===== config.mk =====
export PLATFORM = sky130hd
export DESIGN_NAME = ysyx_23060025_pipe_stage
export DESIGN_NICKNAME = d
export VERILOG_FILES = /design/src/rtl/ysyx_23060025_pipe_stage.sv
export SDC_FILE = /design/constraint.sdc
export NUM_CORES = 1
export LEC_CHECK = 0
export CORE_ASPECT_RATIO = 0.5
export CORE_MARGIN = 4
export CORE_UTILIZATION = 41
export CTS_CLUSTER_DIAMETER = 200
export DETAILED_ROUTE_END_ITERATION = 8
export GPL_ROUTABILITY_DRIVEN = 0
export PLACE_DENSITY = 0.77
export SLEW_MARGIN = 20
export SYNTH_ARGS = -nofsm -noshare
export SYNTH_HDL_FRONTEND = slang
export SYNTH_SLANG_ARGS = --single-unit

===== constraint.sdc =====
create_clock -name clock -period 2.1 [get_ports clock]
set_clock_uncertainty 0.2 [all_clocks]
set_input_delay 0.315 -clock clock [delete_from_list [all_inputs] [get_ports clock]]
set_output_delay 0.315 -clock clock [all_outputs]
set_load 0.02 [all_outputs]

===== src/rtl/ysyx_23060025_pipe_stage.sv =====
// Inter-stage pipeline register with a valid/ready handshake, synchronous flush and saturating stall counter.
// Defining YSYX_23060025_PIPE_SKID_EN adds a second (skid) entry so in_ready becomes a pure register output.
module ysyx_23060025_pipe_stage #(
    parameter int DATA_WIDTH = 32,
    parameter     RESET_VAL  = 0,
    parameter int CNT_WIDTH  = 16
) (
    input  logic                  clock,
    input  logic                  reset,
    input  logic                  flush,
    input  logic                  in_valid,
    output logic                  in_ready,
    input  logic [DATA_WIDTH-1:0] in_data,
    output logic                  out_valid,
    input  logic                  out_ready,
    output logic [DATA_WIDTH-1:0] out_data,
    output logic [CNT_WIDTH-1:0]  stall_cnt
);

    // Handshake: a transfer happens on a rising edge where valid and ready are both high.
    // Upstream keeps in_data stable while in_valid=1 and in_ready=0; out_valid only falls
    // after an output transfer, a flush or a reset.
    localparam logic [DATA_WIDTH-1:0] LP_RESET_VAL = DATA_WIDTH'($unsigned(RESET_VAL));
    localparam logic [CNT_WIDTH-1:0]  LP_CNT_ONE   = CNT_WIDTH'(1);
    localparam logic [CNT_WIDTH-1:0]  LP_CNT_MAX   = '1;

    logic                  r_main_valid;
    logic [DATA_WIDTH-1:0] r_main_data;
    logic [CNT_WIDTH-1:0]  r_stall_cnt;

    logic                  w_in_fire;
    logic                  w_out_fire;
    logic                  w_main_valid_nxt;
    logic [DATA_WIDTH-1:0] w_main_data_nxt;

    assign out_valid  = r_main_valid;
    assign out_data   = r_main_data;
    assign stall_cnt  = r_stall_cnt;
    assign w_out_fire = r_main_valid & out_ready;
    assign w_in_fire  = in_valid & in_ready;

`ifdef YSYX_23060025_PIPE_SKID_EN
    logic                  r_skid_valid;
    logic [DATA_WIDTH-1:0] r_skid_data;
    logic                  r_in_ready;
    logic                  w_skid_valid_nxt;
    logic [DATA_WIDTH-1:0] w_skid_data_nxt;

    assign in_ready = r_in_ready;

    always_comb begin
        w_main_valid_nxt = r_main_valid;
        w_main_data_nxt  = r_main_data;
        w_skid_valid_nxt = r_skid_valid;
        w_skid_data_nxt  = r_skid_data;
        if (flush) begin
            // Drop both entries; payload storage keeps its old contents.
            w_main_valid_nxt = 1'b0;
            w_skid_valid_nxt = 1'b0;
        end else if (w_out_fire || !r_main_valid) begin
            // Main slot frees up: refill from skid first to keep FIFO order.
            if (r_skid_valid) begin
                w_main_valid_nxt = 1'b1;
                w_main_data_nxt  = r_skid_data;
                w_skid_valid_nxt = 1'b0;
            end else if (w_in_fire) begin
                w_main_valid_nxt = 1'b1;
                w_main_data_nxt  = in_data;
            end else begin
                w_main_valid_nxt = 1'b0;
            end
        end else if (w_in_fire) begin
            w_skid_valid_nxt = 1'b1;
            w_skid_data_nxt  = in_data;
        end
    end

    always_ff @(posedge clock) begin
        if (reset) begin
            r_skid_valid <= 1'b0;
            r_skid_data  <= LP_RESET_VAL;
            r_in_ready   <= 1'b1;
        end else begin
            r_skid_valid <= w_skid_valid_nxt;
            r_skid_data  <= w_skid_data_nxt;
            r_in_ready   <= ~w_skid_valid_nxt;
        end
    end
`else
    assign in_ready = ~r_main_valid | out_ready;

    always_comb begin
        w_main_valid_nxt = r_main_valid;
        w_main_data_nxt  = r_main_data;
        if (flush) begin
            w_main_valid_nxt = 1'b0;
        end else if (w_in_fire) begin
            // Covers the simultaneous-fire case: the new payload replaces the old one.
            w_main_valid_nxt = 1'b1;
            w_main_data_nxt  = in_data;
        end else if (w_out_fire) begin
            w_main_valid_nxt = 1'b0;
        end
    end
`endif

    always_ff @(posedge clock) begin
        if (reset) begin
            r_main_valid <= 1'b0;
            r_main_data  <= LP_RESET_VAL;
        end else begin
            r_main_valid <= w_main_valid_nxt;
            r_main_data  <= w_main_data_nxt;
        end
    end

    // Counts stalled cycles including a flush cycle; only reset clears it.
    always_ff @(posedge clock) begin
        if (reset) begin
            r_stall_cnt <= '0;
        end else if (r_main_valid && !out_ready && (r_stall_cnt != LP_CNT_MAX)) begin
            r_stall_cnt <= r_stall_cnt + LP_CNT_ONE;
        end
    end

endmodule


==> impl_metrics.py <==
metrics = {
    "timing": {
        "worst_pin_slew_ns": 0.539,
        "finalMaxSlewViolations": 0,
        "max_slew_margin_pct": 63.8,
        "setup_viol": 0,
        "fmax_ghz": 0.510,
        "timing.final.ws_setup_ns": 0.141,
        "fin_crit_sh_pct": 93.3,
        "hold_violations": 0,
        "fin_tns_setup_ns": 0,
        "rsz0062_at_grt": "no",
        "fin_crit_ns": 1.96,
    },
    "floorplanning": {
        "die_w_um": 106,
        "rows": 17,
        "coreArea_um2": 4490,
        "dieHeight_um": 56.8,
        "die-area_um2": 6000,
        "ios": 87,
        "start_util_pct": 43.5,
    },
    "power": {
        "p_per_area_nw_per_um2": 581,
        "ir_worst_vdd_mv": 0.315,
        "p_leak_nw": 1.06,
    },
    "worst_setup_path": {
        "end_kind": "register",
        "cp_num_buf_inv": 0,
        "crit_chain": "ha_4, nand4_1, or3_4, or4_1, a21oi_1",
        "path_class": "register to register",
        "critical_path_arrival_ns": 2.01,
        "cp_slowest_cell": "or4_1",
        "critPathLaunchType": "register",
        "cp_max_fo": 6,
        "critPathRequiredTime_ns": 2.15,
        "crit_path_max_incr_delay_ns": 0.50,
        "crit_family": "simple AND/OR/NAND/NOR gates",
    },
    "clocking": {
        "cts_max_level": 2,
        "clk_latency_ns": 0.31,
        "post-cts-setup-buffer-count": 0,
        "clockBufferDepth": 2,
        "cts_tree": "done",
        "cts_hold_buf": 0,
        "cts_sinks": 49,
        "cts_root_buf": "clkbuf_8",
        "numCtsBuffers": 5,
        "path_clk_slew_ns": 0.10,
    },
    "synth": {
        "yosysSeqAreaShare_pct": 50.3,
        "yosys-top-cells-count": "70 x nand2_1, 49 x dfxtp_1, 44 x a21oi_1",
        "synth.yosys.warnings": 0,
        "synth_most_common_cell": "nand2_1",
        "syn_inst": 240,
        "synth_flop_cell": "dfxtp_1",
        "synthDistinctLibCells": 32,
        "synthXorXnorAreaFrac_pct": 0,
        "synth_top_area_share_pct": 50.3,
        "synthMuxAreaShare_pct": 0.577,
        "synth-simple-area-share_pct": 28.4,
        "synth_area_leader_cell": "dfxtp_1",
        "netlist_top_cells_area": "dfxtp_1 50%, nand2_1 13%, a21oi_1 11%",
        "synth_adder_area_share_pct": 0.641,
        "synth-compound-area-share_pct": 17.0,
        "avgSynthCellArea_um2": 8.13,
        "syn_area_um2": 1950,
        "synth_top_family_by_area": "simple AND/OR/NAND/NOR gates",
        "async_flop_share_pct": 0,
        "synth-seq-cells": 49,
        "synth_edf_count": 0,
        "syn-num-nets": 278,
    },
    "drt": {
        "drt_iter0_markers": 47,
        "drc_errors": 0,
        "vias_per_cell": 5.09,
        "vias": 2066,
        "wirelength_um": 5510,
        "dr.pass1.iters": 4,
        "ant_nets": 0,
        "routedWlPerCell_um": 13.6,
    },
    "global_route": {
        "grt_pass1_vias": 1945,
        "grt_max_degree": 38,
        "grt_remaining_overflow": 0,
        "antenna_found_initial": 0,
        "grt_usage_pct": 18.2,
        "grt_pass1_wl_um": 8970,
    },
    "cells_and_area": {
        "area_delta_synth_final_pct": 58.7,
        "antenna_cells": 0,
        "nets": 377,
        "layout-drive-gt1-share_pct": 11.2,
    },
    "min_path": {
        "min_path_type": "register to register",
    },
    "run": {
        "max-cap-violations": 0,
    },
    "placed_design": {
        "place_ws_ns": -0.211,
        "hpwl_um": 4160,
        "port_buffers": 86,
    },
    "outcome": {
        "status": "finished, final reports clean",
    },
}
-- final cells by class --
| class | count | area [um^2] |
|---|---|---|
| multi-input combinational | 175 | 927 |
| clock inverter | 3 | 22.5 |
| inverter | 4 | 15.0 |
| sequential | 49 | 985 |
| timing repair buffer | 104 | 997 |
| tap | 66 | 82.6 |
| clock buffer | 5 | 68.8 |
| fill | 365 | 1390 |
-- per-stage QoR --
step | area [um^2] | cells | total power, mW | util [%] | hold slack, ns
6_report | 3100 | 406 | 1.80 | 69.0 | 0.257
5_1_grt | 3100 | 406 | 1.87 | 69.0 | 0.279
4_1_cts | 3090 | 406 | 1.81 | 68.7 | 0.259
3_5_place_dp | 3000 | 398 | 1.25 | 66.7 | 0.247
3_3_place_gp | 3000 | 398 | 1.25 | 66.7 | 0.241
2_1_floorplan | 1960 | 240 | 1.10 | - | 0.187
-- layer usage --
layer | GRT usage (%) | vias to the layer above | part of all wire, %
met4 | 5.54 | 0 | 1.9
met1 | 21.3 | 959 | 42
li1 | - | 1036 | -
met5 | 0 | - | 0
met2 | 32.9 | 61 | 51
met3 | 4.59 | 10 | 4.6
-- cell families (layout without fill, tap and decap cells) --
logic type | after synthesis | in the layout
buffers and inverters | 16 | 116
adders and majority gates | 1 | 1
DFF | 49 | 49
AOI/OAI and AO/OA | 60 | 60
and+or+nand+nor | 113 | 113
muxes | 1 | 1
-- state kept, by name, indices dropped and copies added (netlist names) --
signal / count
out_data: 32
out_valid: 1
stall_cnt: 16
-- worst register-to-register path: stages, from the launching register on --
cell,delay [ns]
dfxtp_2,0.38
ha_4,0.17
nand4_1,0.13
or3_4,0.36
or4_1,0.50
a21oi_1,0.15
-- power by group --
| group | internal (mW) | leakage [nW] | switching [mW] |
|---|---|---|---|
| registers | 0.959 | 0.400 | 0.0162 |
| logic | 0.138 | 0.626 | 0.117 |
| clock network | 0.234 | 0.0364 | 0.335 |
| total | 1.33 | 1.06 | 0.467 |
-- layout by cell type (no fill, tap or decap), types with 3 or more instances in the layout --
cell type	count
clkbuf_8	5
clkinvlp_4	3
nor3_1	5
inv_1	4
o21ai_0	4
buf_4	18
clkdlybuf4s50_1	84
o31ai_1	6
or3_1	3
a21oi_1	44
dfxtp_2	3
or4_1	6
nand4_1	4
nor2_1	5
nand3_1	4
dfxtp_1	46
nand2_1	70
-- repair_timing --
item / 4_1_cts / 5_1_grt
hold endpoints to repair: 0 / 0
resized for setup: 1 / 2
endpoints found under the setup margin: 1 / 1
gates cloned: 0 / 0
-- final timing paths --
kind	startpoint	endpoint	slack, ns	cells past startpoint
max reg2reg	stall_cnt[0]$_SDFFE_PP0P_	stall_cnt[10]$_SDFFE_PP0P_	0.14	5
max	stall_cnt[0]$_SDFFE_PP0P_	stall_cnt[10]$_SDFFE_PP0P_	0.14	5
min	out_data[26]$_SDFFE_PP0P_	out_data[26]$_SDFFE_PP0P_	0.26	2
min reg2reg	out_data[26]$_SDFFE_PP0P_	out_data[26]$_SDFFE_PP0P_	0.26	2
Note: power is estimated with default switching activity, not from simulation.
